[config.mk]
export PLATFORM = sky130hd
export DESIGN_NAME = spi_slave
export DESIGN_NICKNAME = d
export VERILOG_FILES = /design/src/rtl/spi_pkg.sv /design/src/rtl/spi_sync_edge.sv /design/src/rtl/spi_slave.sv
export SDC_FILE = /design/constraint.sdc
export NUM_CORES = 1
export LEC_CHECK = 0
export CORE_ASPECT_RATIO = 0.8
export CORE_MARGIN = 2
export CORE_UTILIZATION = 53
export CTS_CLUSTER_DIAMETER = 60
export DETAILED_ROUTE_END_ITERATION = 8
export PLACE_DENSITY = 0.78
export SYNTH_ARGS = -nofsm -noshare
export SYNTH_HDL_FRONTEND = slang
export SYNTH_SLANG_ARGS = --single-unit
[constraint.sdc]
create_clock -name clk_sys -period 2.3 [get_ports clk_sys]
set_input_delay 0.46 -clock clk_sys [delete_from_list [all_inputs] [get_ports clk_sys]]
set_output_delay 0.46 -clock clk_sys [all_outputs]
set_load 0.05 [all_outputs]
[src/rtl/spi_pkg.sv]
// Shared types and constants for the oversampled SPI slave.
package spi_pkg;
  typedef enum logic [1:0] {IDLE, LOAD, ACTIVE} state_t;
  localparam int C_SYNC_STAGES = 2;
endpackage

[src/rtl/spi_sync_edge.sv]
// N-stage synchronizer with rise/fall pulses; pulses appear STAGES cycles after the input moves.
// RST_VAL lets chip select reset "asserted" so a CS held low through reset is not seen as a new fall.
module spi_sync_edge #(
  parameter int   STAGES  = 2,
  parameter logic RST_VAL = 1'b0
) (
  input  logic clk,
  input  logic rst_n,
  input  logic sig,
  output logic rise,
  output logic fall
);
  logic [STAGES-1:0] sync_q;
  logic              prev_q;

  always_ff @(posedge clk or negedge rst_n) begin
    if (!rst_n) begin
      sync_q <= {STAGES{RST_VAL}};
      prev_q <= RST_VAL;
    end else begin
      sync_q <= {sync_q[STAGES-2:0], sig};
      prev_q <= sync_q[STAGES-1];
    end
  end

  assign rise = sync_q[STAGES-1] & ~prev_q;
  assign fall = ~sync_q[STAGES-1] & prev_q;
endmodule

[src/rtl/spi_slave.sv]
// SPI slave oversampled on clk_sys, all four modes, one-deep tx holding register with ready/valid.
// Optional sticky partial-word detection is built only when SPI_SLAVE_FRAME_ERR_EN is defined.
module spi_slave
  import spi_pkg::*;
#(
  parameter int                          G_SPI_SIZE       = 1,
  parameter int                          G_SPI_DATA_WIDTH = 8,
  parameter logic [G_SPI_DATA_WIDTH-1:0] G_IDLE_DATA      = '0
) (
  input  logic                        clk_sys,
  input  logic                        rst_n_sys,
  input  logic                        cpol,
  input  logic                        cpha,
  input  logic                        spi_clk,
  input  logic                        spi_cs_n,
  input  logic [G_SPI_SIZE-1:0]       spi_di,
  output logic [G_SPI_SIZE-1:0]       spi_do,
  input  logic [G_SPI_DATA_WIDTH-1:0] tx_data,
  input  logic                        tx_val,
  output logic                        tx_rdy,
  output logic [G_SPI_DATA_WIDTH-1:0] rx_data,
  output logic                        rx_val,
  output logic                        busy,
  output logic                        frame_err
);
  localparam int W  = G_SPI_DATA_WIDTH;
  localparam int S  = G_SPI_SIZE;
  localparam int CW = $clog2(W + 1);

  state_t state, state_nxt;
  logic clk_rise, clk_fall, cs_rise, cs_fall;
  logic [C_SYNC_STAGES-1:0][S-1:0] di_q;
  logic [S-1:0]  di_s;
  logic [W-1:0]  tx_sr, rx_sr, hold_data, next_word, rx_shift;
  logic          hold_full, fresh;
  logic [CW-1:0] bit_cnt, cnt_inc;
  logic sample_ev, shift_ev, ld_frame, smp, shf_ev, shf, rld, consume;

  spi_sync_edge #(.STAGES(C_SYNC_STAGES), .RST_VAL(1'b0)) u_clk_sync (
    .clk(clk_sys), .rst_n(rst_n_sys), .sig(spi_clk), .rise(clk_rise), .fall(clk_fall)
  );
  spi_sync_edge #(.STAGES(C_SYNC_STAGES), .RST_VAL(1'b0)) u_cs_sync (
    .clk(clk_sys), .rst_n(rst_n_sys), .sig(spi_cs_n), .rise(cs_rise), .fall(cs_fall)
  );

  always_ff @(posedge clk_sys or negedge rst_n_sys) begin
    if (!rst_n_sys) di_q <= '0;
    else            di_q <= {di_q[C_SYNC_STAGES-2:0], spi_di};
  end
  assign di_s = di_q[C_SYNC_STAGES-1];

  assign sample_ev = (cpol == cpha) ? clk_rise : clk_fall;
  assign shift_ev  = (cpol == cpha) ? clk_fall : clk_rise;

  always_ff @(posedge clk_sys or negedge rst_n_sys) begin
    if (!rst_n_sys) state <= IDLE;
    else            state <= state_nxt;
  end

  always_comb begin
    state_nxt = state;
    ld_frame  = 1'b0;
    smp       = 1'b0;
    shf_ev    = 1'b0;
    case (state)
      IDLE:   if (cs_fall) state_nxt = LOAD;
      LOAD: begin
        ld_frame  = 1'b1;
        state_nxt = cs_rise ? IDLE : ACTIVE;
      end
      ACTIVE: begin
        if (cs_rise) begin
          state_nxt = IDLE;
        end else begin
          smp    = sample_ev;
          shf_ev = shift_ev;
        end
      end
      default: state_nxt = IDLE;
    endcase
  end

  // A word boundary reloads on the shift edge, except the frame's first word which LOAD already placed.
  assign shf       = shf_ev && (bit_cnt != '0);
  assign rld       = shf_ev && (bit_cnt == '0) && !fresh;
  assign consume   = ld_frame | rld;
  assign next_word = hold_full ? hold_data : G_IDLE_DATA;
  assign cnt_inc   = bit_cnt + CW'(S);
  assign rx_shift  = (rx_sr << S) | W'(di_s);

  always_ff @(posedge clk_sys or negedge rst_n_sys) begin
    if (!rst_n_sys) begin
      tx_sr     <= '0;
      rx_sr     <= '0;
      rx_data   <= '0;
      rx_val    <= 1'b0;
      bit_cnt   <= '0;
      fresh     <= 1'b0;
      hold_data <= '0;
      hold_full <= 1'b0;
    end else begin
      rx_val <= 1'b0;
      if (ld_frame) begin
        tx_sr   <= next_word;
        bit_cnt <= '0;
        fresh   <= 1'b1;
      end else if (rld) begin
        tx_sr <= next_word;
      end else if (shf) begin
        tx_sr <= tx_sr << S;
      end
      if (shf_ev) fresh <= 1'b0;
      if (smp) begin
        rx_sr <= rx_shift;
        if (cnt_inc == CW'(W)) begin
          rx_data <= rx_shift;
          rx_val  <= 1'b1;
          bit_cnt <= '0;
        end else begin
          bit_cnt <= cnt_inc;
        end
      end
      // A new word accepted in the same cycle as a consume wins, keeping the register full.
      if (tx_val && tx_rdy) begin
        hold_data <= tx_data;
        hold_full <= 1'b1;
      end else if (consume) begin
        hold_full <= 1'b0;
      end
    end
  end

  assign tx_rdy = ~hold_full;
  assign busy   = (state != IDLE);
  assign spi_do = (state == IDLE) ? '0 : tx_sr[W-1 -: S];

`ifdef SPI_SLAVE_FRAME_ERR_EN
  logic frame_err_q;
  always_ff @(posedge clk_sys or negedge rst_n_sys) begin
    if (!rst_n_sys)                                    frame_err_q <= 1'b0;
    else if (ld_frame)                                 frame_err_q <= 1'b0;
    else if (state == ACTIVE && cs_rise && bit_cnt != '0) frame_err_q <= 1'b1;
  end
  assign frame_err = frame_err_q;
`else
  assign frame_err = 1'b0;
`endif
endmodule

==> flow_summary_export.csv <==
group,metric,value,unit
worst_setup_path,crit-reg2reg-capture,"rx_data[1]$_DFFE_PN0P_",
global_routing,grt_pass1_vias,1242,
final_layout,layout.nets,207,
synth,leading_register_cell_type_out_of_synthesis,"sky130_fd_sc_hd__dfrtp_1",
synth,synth_seq_cells,48,
worst_setup_path,setup.worst_path.start_class,"register",
detailed_routing,antenna_violating_nets_post_route,0,
power_and_ir_drop,p_comb_share,24.6,%
sta,grt_setup_unrepaired,"no",
detailed_routing,routed_wl,3250,um
final_layout,area.growth.synth_to_final,21.1,%
clocking,post_cts.resized_instances,1,
power_and_ir_drop,power.density_cell_area,896,nW/um^2
final_layout,layout-drive-gt1-share,22.3,%
synth,number_of_enable_type_register_cells_in_the_synthesized_netlist,0,
detailed_routing,via_count,1214,
sta,period_needed,2200,ps
power_and_ir_drop,ir_worst_vdd,0.635,mV
detailed_routing,route.detailed.drc,0,
sta,timing.final.setup_violations,0,
min_path,timing.hold.worst.class,"input port to asynchronous set/reset pin",
detailed_routing,avgViaCountPerCell,5.00,
power_and_ir_drop,pwr-share-seq,52.1,%
synth,ys_types,32,
sta,max_freq,0.455,GHz
clocking,ctsHtreeMaxLevel,2,
sta,post-route-worst-setup-slack,104,ps
worst_setup_path,worst_ep_required_time,1840,ps
power_and_ir_drop,switchingPower,0.648,mW
global_routing,first_pass_grt_wire_length,5670,um
placed_design,place_worst_setup_slack,-96.9,ps
global_routing,antenna_violations_before_repair,0,
power_and_ir_drop,leakage,1.25,nW
global_routing,overflow,0,
global_routing,grt.total_usage,17.6,%
clocking,cts_made_buffers,5,
sta,finalCritPeriodShare,95.5,%
placed_design,place.detailed.hpwl,2470,um
final_layout,final_area,2500,sq um
worst_setup_path,r2r-start,"bit_cnt[0]$_DFFE_PN0P_",
clocking,post-cts-setup-buffer-count,0,
final_layout,nFillCells,281,
worst_setup_path,end_kind,"output pin",
detailed_routing,detailedRoute.firstPassIterationCount,4,
power_and_ir_drop,power.clock.fraction,23.3,%
synth,synth_area_per_cell,13.4,sq um
final_layout,final_cells,243,
global_routing,grt_start_max_net_pins,27,
power_and_ir_drop,sw_frac_of_total,28.9,%
synth,async_reset_ff_share,100,%
die,die_w,73.8,um
placed_design,dpl_cell_area,2410,sq um
worst_setup_path,type_of_the_worst_setup_path,"register to output pin",
worst_setup_path,cp_max_fo,4,
placed_design,cell_count_after_placement,236,
worst_setup_path,cp_data_arrival_time,1740,ps
synth,synthesis.nets,173,
clocking,clock_slew_at_the_register_clock_pins_of_the_worst_setup_and_hold_paths,80,ps
die,io-pin-count,29,
sta,timing_worst_slew_pin_value,510,ps
die,die_area,4420,sq um
detailed_routing,post_drt_wl_per_cell,13.4,um
outcome,status,"complete, no violations",
power_and_ir_drop,power.internal,1.59,mW
final_layout,layout_commonest_cell,"sky130_fd_sc_hd__dfrtp_1",
clocking,cts_max_path_buffers,2,
clocking,tritoncts,"built",
final_layout,mostFrequentLayoutCells,"sky130_fd_sc_hd__dfrtp_1, sky130_fd_sc_hd__clkdlybuf4s50_1, sky130_fd_sc_hd__mux2i_1, sky130_fd_sc_hd__mux2_2, sky130_fd_sc_hd__nand2_1",
synth,synth_area,2070,sq um
clocking,clock_net_sink_count,48,
placed_design,gp_congestion,0.717,
sta,timing_hold_violations_final,0,
worst_setup_path,setup.reg_to_reg.worst_slack,430,ps
flow_run,max_cap_viol_count,0,
sta,finalClockSkew,6.39,ps
clocking,clockRootBuffer,"sky130_fd_sc_hd__clkbuf_8",
clocking,insertion_delay,290,ps
clocking,post_cts_hold_buffer_count,0,
die,core_area,3780,sq um
sta,timing.final.max_slew_violations,0,
sta,slew-limit-headroom,65.9,%
placed_design,placement.io_buffers,27,
sta,fin_tns_setup,0,ps
detailed_routing,drt_iter0_drc,29,
die,num_rows,20,
synth,synth.yosys.seq_area_share,58.1,%
synth,syn-instance-count,154,
synth,ys.warnings.count,0,
final_layout,num_antenna_cells,0,
worst_setup_path,worst_reg2reg_path_length_in_cells,6,
die,die_height,59.8,um
die,initial_core_util,54.7,%
==> registers in the layout, summed over array words and instances, names as in the netlist <==
name	flops
fresh	1
di_s	1
rx_sr	7
rx_val	1
u_cs_sync.sync_q	2
bit_cnt	4
u_cs_sync.prev_q	1
tx_sr	8
state	2
hold_data	8
hold_full	1
di_q	1
rx_data	8
u_clk_sync.prev_q	1
u_clk_sync.sync_q	2
==> worst max-delay path: stages, from the launching register on <==
cell and delay (ps):
sky130_fd_sc_hd__dfrtp_1 410, sky130_fd_sc_hd__or2_2 320, sky130_fd_sc_hd__clkdlybuf4s50_1 720
==> layout make-up <==
cell class / count / area, sq um / share of cell area (%)
Tap cell: 55 / 68.8 / 2.75
Sequential cell: 48 / 1200 / 48.0
Multi-Input combinational cell: 95 / 811 / 32.4
Clock buffer: 7 / 96.3 / 3.85
Inverter: 6 / 22.5 / 0.900
Timing Repair Buffer: 32 / 302 / 12.1
==> cells in the mapped netlist, types with 2 or more instances <==
master / count / share of area, %
sky130_fd_sc_hd__nand2b_1: 5 / 1.5
sky130_fd_sc_hd__nand3_1: 3 / 0.73
sky130_fd_sc_hd__mux2i_1: 18 / 8.7
sky130_fd_sc_hd__clkbuf_1: 2 / 0.36
sky130_fd_sc_hd__and2_1: 3 / 0.91
sky130_fd_sc_hd__mux2_2: 15 / 8.2
sky130_fd_sc_hd__ha_1: 3 / 1.8
sky130_fd_sc_hd__dfrtp_1: 48 / 58
sky130_fd_sc_hd__nor2_1: 4 / 0.73
sky130_fd_sc_hd__mux2_4: 8 / 5.8
sky130_fd_sc_hd__a21oi_1: 4 / 0.97
sky130_fd_sc_hd__a21o_1: 2 / 0.73
sky130_fd_sc_hd__nor2b_1: 3 / 0.91
sky130_fd_sc_hd__inv_1: 6 / 1.1
sky130_fd_sc_hd__nand2_1: 13 / 2.4
==> metal layers <==
metal	GRT usage, %	vias up	wire [um]
met5	0	-	0
met1	23.1	586	1440
li1	-	593	-
met2	26.8	29	1630
met4	10.4	0	55
met3	4.38	6	117
==> cell families after synthesis <==
group	count (synthesis)	synth area share [%]
compound gates	11	3.69
xor+xnor	1	0.424
fa+ha+maj	3	1.82
buf+inv	11	2.60
flops	48	58.1
mux	42	23.3
other cells	1	0.182
simple gates	37	9.87
==> how the worst max path moves through the flow <==
stage,from,end,slack (ps)
after floorplan,cpha,rx_data[0]$_DFFE_PN0P_,450
after detailed placement,cpol,rx_data[2]$_DFFE_PN0P_,-100
final,state[1]$_DFFE_PN0P_,busy,100
after global placement,cpol,rx_data[3]$_DFFE_PN0P_,-60
after global routing,state[1]$_DFFE_PN0P_,busy,50
after CTS,state[1]$_DFFE_PN0P_,busy,100
==> power by group through the flow <==
| stage | Combinational (mW) | Clock [mW] | Sequential, mW |
|---|---|---|---|
| 3_5_place_dp | 0.566 | 0 | 1.19 |
| 2_1_floorplan | 0.414 | 0 | 1.15 |
| 5_1_grt | 0.613 | 0.570 | 1.19 |
| 4_1_cts | 0.563 | 0.529 | 1.17 |
| 6_report | 0.552 | 0.521 | 1.17 |
| 3_3_place_gp | 0.535 | 0 | 1.17 |
==> stage by stage <==
| stage | hold slack (ps) | total power, mW | utilization (%) |
|---|---|---|---|
| 2_1_floorplan | 164 | 1.56 | - |
| 3_3_place_gp | 336 | 1.71 | 63.7 |
| 3_5_place_dp | 338 | 1.75 | 63.7 |
| 4_1_cts | 140 | 2.26 | 66.2 |
| 5_1_grt | 152 | 2.38 | 66.2 |
| 6_report | 121 | 2.24 | 66.2 |
No activity file was read; power rests on OpenSTA's default activity.
